## config.mk

```make
export PLATFORM = sky130hd
export DESIGN_NAME = regfile_mp
export DESIGN_NICKNAME = d
export VERILOG_FILES = /design/src/rtl/regfile_pkg.sv /design/src/rtl/regfile_rd_port.sv /design/src/rtl/regfile_mp.sv
export SDC_FILE = /design/constraint.sdc
export NUM_CORES = 1
export LEC_CHECK = 0
export ABC_CLOCK_PERIOD_IN_PS = 5400
export CAP_MARGIN = 20
export CORE_ASPECT_RATIO = 1.25
export CORE_UTILIZATION = 41
export DETAILED_ROUTE_END_ITERATION = 10
export MAX_ROUTING_LAYER = met4
export PLACE_DENSITY = 0.63
export SLEW_MARGIN = 10
export SYNTH_ARGS = -nofsm -noshare
export SYNTH_HDL_FRONTEND = slang
export SYNTH_SLANG_ARGS = --single-unit
```

## constraint.sdc

```tcl
create_clock -name clk -period 5.4 [get_ports clk]
set_input_delay 1.62 -clock clk [delete_from_list [all_inputs] [get_ports clk]]
set_output_delay 1.62 -clock clk [all_outputs]
set_load 0.03 [all_outputs]
```

## src/rtl/regfile_pkg.sv

```systemverilog
// Shared definitions for the multi-port register file.
//   rf_state_e : clear/ready sequencer states
//   clog2      : address width from register count
//   RF_XLEN, RF_NREGS : default register width and count
package regfile_pkg;

    typedef enum logic {
        RF_CLEAR = 1'b0,
        RF_READY = 1'b1
    } rf_state_e;

    localparam int unsigned RF_XLEN  = 32;
    localparam int unsigned RF_NREGS = 32;

    function automatic int unsigned clog2(input int unsigned n);
        int unsigned r;
        r = 0;
        while ((64'd1 << r) < 64'(n)) begin
            r = r + 1;
        end
        return r;
    endfunction

endpackage

```

## src/rtl/regfile_rd_port.sv

```systemverilog
// One registered read port of regfile_mp.
//   clk_i, rst_i : clock, synchronous active-high reset
//   clear_i      : array not yet valid; forces output to zero
//   rd_en_i      : load a new value; when low the output holds
//   rd_addr_i    : read address
//   wr_en_i      : a legal write is being committed this cycle
//   wr_addr_i    : address of that write
//   wr_data_i    : data of that write
//   reg_data_i   : array contents at rd_addr_i (pre-write value)
//   rd_data_o    : registered read data
module regfile_rd_port
    import regfile_pkg::*;
#(
    parameter int unsigned XLEN     = RF_XLEN,
    parameter int unsigned AW       = 5,
    parameter int unsigned ZERO_REG = 1,
    parameter int unsigned BYPASS   = 1
) (
    input  logic            clk_i,
    input  logic            rst_i,
    input  logic            clear_i,
    input  logic            rd_en_i,
    input  logic [AW-1:0]   rd_addr_i,
    input  logic            wr_en_i,
    input  logic [AW-1:0]   wr_addr_i,
    input  logic [XLEN-1:0] wr_data_i,
    input  logic [XLEN-1:0] reg_data_i,
    output logic [XLEN-1:0] rd_data_o
);

    logic [XLEN-1:0] rd_data_q, rd_data_d;

    always_comb begin
        rd_data_d = rd_data_q;
        if (clear_i) begin
            rd_data_d = '0;
        end else if (rd_en_i) begin
            // Zero check wins over bypass so a discarded x0 write never leaks through.
            if ((ZERO_REG != 0) && (rd_addr_i == '0)) begin
                rd_data_d = '0;
            end else if ((BYPASS != 0) && wr_en_i && (wr_addr_i == rd_addr_i)) begin
                rd_data_d = wr_data_i;
            end else begin
                rd_data_d = reg_data_i;
            end
        end
    end

    always_ff @(posedge clk_i) begin
        if (rst_i) begin
            rd_data_q <= '0;
        end else begin
            rd_data_q <= rd_data_d;
        end
    end

    assign rd_data_o = rd_data_q;

endmodule

```

## src/rtl/regfile_mp.sv

```systemverilog
// Multi-read-port integer register file with write-to-read bypass,
// optional hardwired-zero register and a post-reset clear sequencer.
//   clk     : clock
//   rst     : synchronous active-high reset
//   rd_en   : per-port read enable (NRD bits)
//   rd_addr : packed read addresses, port k at [k*AW +: AW]
//   rd_data : packed registered read data, port k at [k*XLEN +: XLEN]
//   wr_en   : write enable
//   wr_addr : write address
//   wr_data : write data
//   busy    : array is being cleared; reads and writes are ignored
module regfile_mp
    import regfile_pkg::*;
#(
    parameter int unsigned XLEN     = RF_XLEN,
    parameter int unsigned NREGS    = RF_NREGS,
    parameter int unsigned NRD      = 2,
    parameter int unsigned ZERO_REG = 1,
    parameter int unsigned BYPASS   = 1,
    localparam int unsigned AW      = clog2(NREGS)
) (
    input  logic                clk,
    input  logic                rst,
    input  logic [NRD-1:0]      rd_en,
    input  logic [NRD*AW-1:0]   rd_addr,
    output logic [NRD*XLEN-1:0] rd_data,
    input  logic                wr_en,
    input  logic [AW-1:0]       wr_addr,
    input  logic [XLEN-1:0]     wr_data,
    output logic                busy
);

    rf_state_e       state_q, state_d;
    logic [AW-1:0]   clr_ptr_q, clr_ptr_d;
    logic            clr_we;
    logic            wr_ok;
    logic [XLEN-1:0] regs_q [NREGS];

    // Clear sequencer: one entry per cycle, then hand over to normal operation.
    always_ff @(posedge clk) begin
        if (rst) begin
            state_q   <= RF_CLEAR;
            clr_ptr_q <= '0;
        end else begin
            state_q   <= state_d;
            clr_ptr_q <= clr_ptr_d;
        end
    end

    always_comb begin
        state_d   = state_q;
        clr_ptr_d = clr_ptr_q;
        clr_we    = 1'b0;
        if (state_q == RF_CLEAR) begin
            clr_we    = 1'b1;
            clr_ptr_d = clr_ptr_q + 1'b1;
            if (clr_ptr_q == AW'(NREGS - 1)) begin
                state_d = RF_READY;
            end
        end
    end

    assign busy = (state_q == RF_CLEAR);

    assign wr_ok = (state_q == RF_READY) && !rst && wr_en &&
                   ((ZERO_REG == 0) || (wr_addr != '0));

    always_ff @(posedge clk) begin
        if (!rst) begin
            if (clr_we) begin
                regs_q[clr_ptr_q] <= '0;
            end else if (wr_ok) begin
                regs_q[wr_addr] <= wr_data;
            end
        end
    end

    for (genvar k = 0; k < NRD; k++) begin : g_rd
        regfile_rd_port #(
            .XLEN     (XLEN),
            .AW       (AW),
            .ZERO_REG (ZERO_REG),
            .BYPASS   (BYPASS)
        ) u_port (
            .clk_i      (clk),
            .rst_i      (rst),
            .clear_i    (busy),
            .rd_en_i    (rd_en[k]),
            .rd_addr_i  (rd_addr[k*AW +: AW]),
            .wr_en_i    (wr_ok),
            .wr_addr_i  (wr_addr),
            .wr_data_i  (wr_data),
            .reg_data_i (regs_q[rd_addr[k*AW +: AW]]),
            .rd_data_o  (rd_data[k*XLEN +: XLEN])
        );
    end

endmodule

```

# --- Yosys cells after proc, flatten, opt, wreduce, memory -nomap -nowiden ---
# Memory sizes are Yosys's and may differ from the RTL's.
# Index checks and enable logic that the tools add are counted.
op_classes:
  mux: 16
  n_addsub: 1
  div_mod_pow: 0
  n_lt_le_gt_ge: 0
  n_reduce_logical: 11
  shifts: 0
  mul: 0
  n_bitwise: 1
  n_eq_ne: 3
ops:
  columns: ["op", "n"]
  rows:
  - ["32-bit 2-to-1 mux", 5]
  - ["32-bit OR reduction", 1]
  - ["5-bit equality test", 2]
  - ["5-bit logical NOT", 2]
  - ["1-bit 2-to-1 mux", 10]
  - ["5-bit by 1-bit adder with 5-bit output, second input constant", 1]
  - ["5-bit equality test, second input constant", 1]
  - ["1-bit logical AND", 5]
  - ["5-bit 2-to-1 mux", 1]
  - ["5-bit nonzero test", 1]
  - ["2-bit OR reduction", 1]
  - ["1-bit logical NOT", 1]
  - ["1-bit inverter", 1]
word_totals:
  output_inout_bits: 65
  latchBits: 0
  rom_bits: 0
  regBits: 70
  word_cells: 37
  n_memories: 1
  in_bits: 52
  ramBits: 1024
memory_table:
  columns: ["name", "words", "width", "read_ports", "rd_clocked_by_memory_dff", "write_ports", "line_no", "text"]
  rows:
  - ["regs_q", 32, 32, 2, 0, 1, "regfile_mp.sv:37", "logic [XLEN-1:0] regs_q [NREGS];"]

# --- Longest topological paths before layout ---
depth:
  depth_word: 10
  ltp_mapped: 10
  mapped_depth_nobuf: 5

# --- Modules after synthesis ---
# Synthesis repeated with hierarchy kept, for this count alone.
hier_totals:
  cells_unflattened: 3868
  hier_area_um2: 52327.7
modules_own_cells:
  columns: ["mod", "area_each_um2", "cells_per_inst", "n_inst", "seq_area_each_um2"]
  rows:
  - ["regfile_mp", 49219.7, 3482, 1, 30869.6]
  - ["regfile_rd_port", 1554.0, 193, 2, 640.6]

# --- Worst setup path after synthesis ---
# No wires, ideal clock.
synth_timing:
  path_type: "in2reg"
  startpoint: "in wr_addr[1]"
  endpoint: "mem regs_q[10][0] in the netlist's numbering, enable pin"
  arrival_time_ps: 4386
  path_buffers: 2
  setup_time_ps: 421
  required_time_ps: 4979
  cell_stages: 7
  path_slack_ps: 593
  path_cell_list: "buf_2 -> or4_4 -> o21a_1 -> buf_2 -> mux2i_2 -> nand2_1 -> nor2_1"
synth_between:
  elab_chain_len: 8
  word_cells_on_any_way: 9
  cone_classes: "mux: 6; reduce/logical: 3"
synth_rtl:
  columns: ["element", "line_no", "text"]
  rows:
  - ["start, declared", "regfile_mp.sv:28", "input logic [AW-1:0] wr_addr,"]
  - ["5-bit nonzero test", "regfile_mp.sv:66", "((ZERO_REG == 0) || (wr_addr != '0));"]
  - ["1-bit logical AND", "regfile_mp.sv:65", "assign wr_ok = (state_q == RF_READY) && !rst && wr_en &&"]
  - ["1-bit 2-to-1 mux", "regfile_mp.sv:72", "end else if (wr_ok) begin"]
  - ["1-bit 2-to-1 mux", "regfile_mp.sv:70", "if (clr_we) begin"]
  - ["1-bit 2-to-1 mux", "regfile_mp.sv:69", "if (!rst) begin"]
  - ["1-bit 2-to-1 mux (not written as such)", "regfile_mp.sv:73", "regs_q[wr_addr] <= wr_data;"]
  - ["32-bit OR reduction (no source line)", null, null]
  - ["5-bit 2-to-1 mux (no source line) / 1-bit 2-to-1 mux (equally long branches)", null, null]
  - ["end, declared", "regfile_mp.sv:37", null]
# Parallel ways exist; a longest one is shown, timed or not.

# --- Worst setup path after layout ---
layout_timing:
  startpoint: "in wr_addr[0]"
  endpoint: "mem regs_q[14][16] in the netlist's numbering, enable pin"
# Same word-level chain as after synthesis.

==> results.py <==
metrics = {
    "status": {
        "status": "completed",
    },
    "yosys": {
        "synth-edff-count": 1024,
        "synthesis.nets": 2611,
        "ys_ff_latch": 1094,
        "synth-async-reset-ratio": 0,
        "yosysUniqueCellTypes": 59,
        "synthesis.area_sq_um": 50000,
        "ys_warn_count": 0,
        "yosysSeqAreaShare": 0.643,
        "syn_avg_cell_area_sq_um": 19.5,
        "synth_top_area_cell": "edfxtp_1",
        "syn_inst": 2557,
        "synth_top_area_share": 0.615,
        "synthFlopType": "edfxtp_1",
        "yosys-top-cells-area": "edfxtp_1 (62%), mux4_2 (22%), dfxtp_1 (2.8%), mux2i_1 (2.6%), o22ai_1 (1.1%)",
    },
    "timing": {
        "hold_viol_final": 0,
        "fin_crit_sh": 0.767,
        "fmax_ghz": 0.241,
        "setup_tns_ps": 0,
        "max_slew_margin": 0.438,
        "rsz0062_at_grt": "false",
        "setup_ws_ps": 1260,
        "whs_ps": 493,
        "setup_viol": 0,
        "drv_slew": 0,
        "tightestPinTransition_ps": 842,
        "layout_min_cycle_time_ps": 4140,
        "finalClockSkew_ps": 28.6,
    },
    "placement": {
        "port_buffers": 116,
        "gp_congestion": 0.902,
        "dp.cells": 4219,
        "pre_cts_ws_ps": 583,
        "place_hpwl_mm": 109,
        "placed_area_sq_um": 53900,
    },
    "power": {
        "p_per_area_nw_per_um2": 312,
        "ir_drop_mv": 0.269,
        "p_leak_nw": 16.4,
        "power.total_mw": 17.9,
    },
    "setup_path": {
        "worstSetupPathType": "in -> reg",
        "cp-end-kind": "flip-flop",
        "worst_setup_path_start_kind": "input port",
        "crit_required_ps": 5740,
        "arrival_ps": 4480,
        "crit_fanout": 19,
    },
    "clocking": {
        "worstSkewPairLatency_ps": 720,
        "clkTransAtPathRegs_ps": 60,
        "cts-buffers-inserted": 104,
        "cts.sinks": 1094,
        "postCtsSetupBuffers": 0,
        "h-tree-depth": 3,
        "clk_path_buf_depth": 3,
        "cts_hold_buf": 0,
        "clock-root-buffer": "clkbuf_16",
        "cts_tree": "done",
        "ctsResizeCount": 0,
    },
    "grt": {
        "gr-total-overflow": 0,
        "grt_max_degree": 75,
        "grt_first_pass_wirelength_mm": 233,
        "antenna_found_initial": 12,
        "grt_pass1_vias": 29807,
        "grt_use_total": 0.278,
    },
    "layout": {
        "nets": 2804,
        "drive_gt1_frac": 0.327,
        "fillers": 9836,
        "area_delta_synth_final_pct": 15.1,
        "final_cell_mix": "edfxtp_1 (1024), mux4_2 (497), buf_4 (133), mux2i_1 (132), clkdlybuf4s50_1 (108)",
        "design_area_sq_um": 57500,
        "fin_cells": 4425,
        "layout_commonest_cell": "edfxtp_1",
        "fin_util": 0.478,
    },
    "route": {
        "viasPerCell": 6.75,
        "detail-route-antenna-nets": 0,
        "first_pass_iters": 6,
        "wl_mm": 166,
        "vias": 29854,
        "first_iter_violations": 4861,
        "drt-wirelength-per-cell_um": 37.5,
        "route.detailed.drc": 0,
    },
    "min_path": {
        "min_path_type": "reg -> reg",
    },
    "floorplanning": {
        "die_y_um": 392,
        "dieArea_sq_um": 123000,
        "io_pins": 117,
        "core_sq_um": 120000,
        "placementRows": 142,
        "start_util": 0.415,
        "die_w_um": 314,
    },
    "job": {
        "cap_violations": 0,
    },
}
## where the power goes
part | internal, mW | leakage [nW] | switching (mW)
clock | 4.31 | 1.71 | 3.29
sequential | 9.19 | 8.49 | 0.0312
combinational | 0.460 | 6.20 | 0.639
## routing by layer
layer,vias to the layer above,routed length (um),part of all wire,track usage
li1,11461,-,-,-
met1,15926,61700,0.37,0.369
met2,2174,79500,0.48,0.431
met3,293,19700,0.12,0.0612
met4,0,5020,0.030,0.0837
met5,-,0,0,-
## cells in the mapped netlist (all sizes together) (15+ instances only)
library cell,number
a21oi,23
a22oi,63
or4,15
nand3,42
a22o,15
and2,33
o21ai,15
mux2,33
a221o,15
dfxtp,70
edfxtp,1024
o22ai,89
mux4,497
nand2b,35
clkbuf,62
o211ai,33
nor4,16
o221ai,15
nor2,46
buf,136
a211oi,15
mux2i,133
nand2,58
## flip-flops by register name, indices dropped and copies added, names as in the netlist
register,count
regs_q,1024
g_rd.u_port.rd_data_o,64
clr_ptr_q,5
state_q,1
## cells by family (layout without fill, tap and decap cells)
family                     Yosys count  in the layout  share of synthesized area
and+or+nand+nor                    275            275                     0.0292
xor gates and xnor gates            13             13                    0.00228
other                                0              3                          0
adders and majority gates            2              2                   0.000501
DFF                               1094           1094                      0.643
muxes                              663            663                      0.258
AOI/OAI and AO/OA                  304            304                     0.0438
buffers and inverters              206            487                     0.0230
## worst max-delay path: stages
cell,delay [ps]
clkdlybuf4s50_1,550
or4_4,620
o21a_1,330
mux2i_2,350
nand2_1,370
nor2_4,190
buf_4,430
## cell type report
class                      instances  area [sq um]  area share
sequential                      1094         32200       0.559
multi-input combinational       1257         17000       0.295
timing repair buffer             285          2870      0.0498
clock buffer                     118          2730      0.0474
tap                             1584          1980      0.0344
clock inverter                    76           795      0.0138
inverter                           8          30.0    0.000522
antenna                            3          7.51    0.000130
## final timing paths
| path | depth (start not counted) | to | from | slack (ps) |
|---|---|---|---|---|
| worst max-delay path | 7 | regs_q[14][16] | wr_addr[0] | 1260 |
| worst min-delay path | 1 | g_rd[1].u_port.rd_data_o[26] | g_rd[1].u_port.rd_data_o[26] | 490 |
| worst max register to register | 6 | regs_q[14][16] | state_q | 2280 |
| worst min register to register | 1 | g_rd[1].u_port.rd_data_o[26] | g_rd[1].u_port.rd_data_o[26] | 490 |
Power figures use the tool's default switching activity.
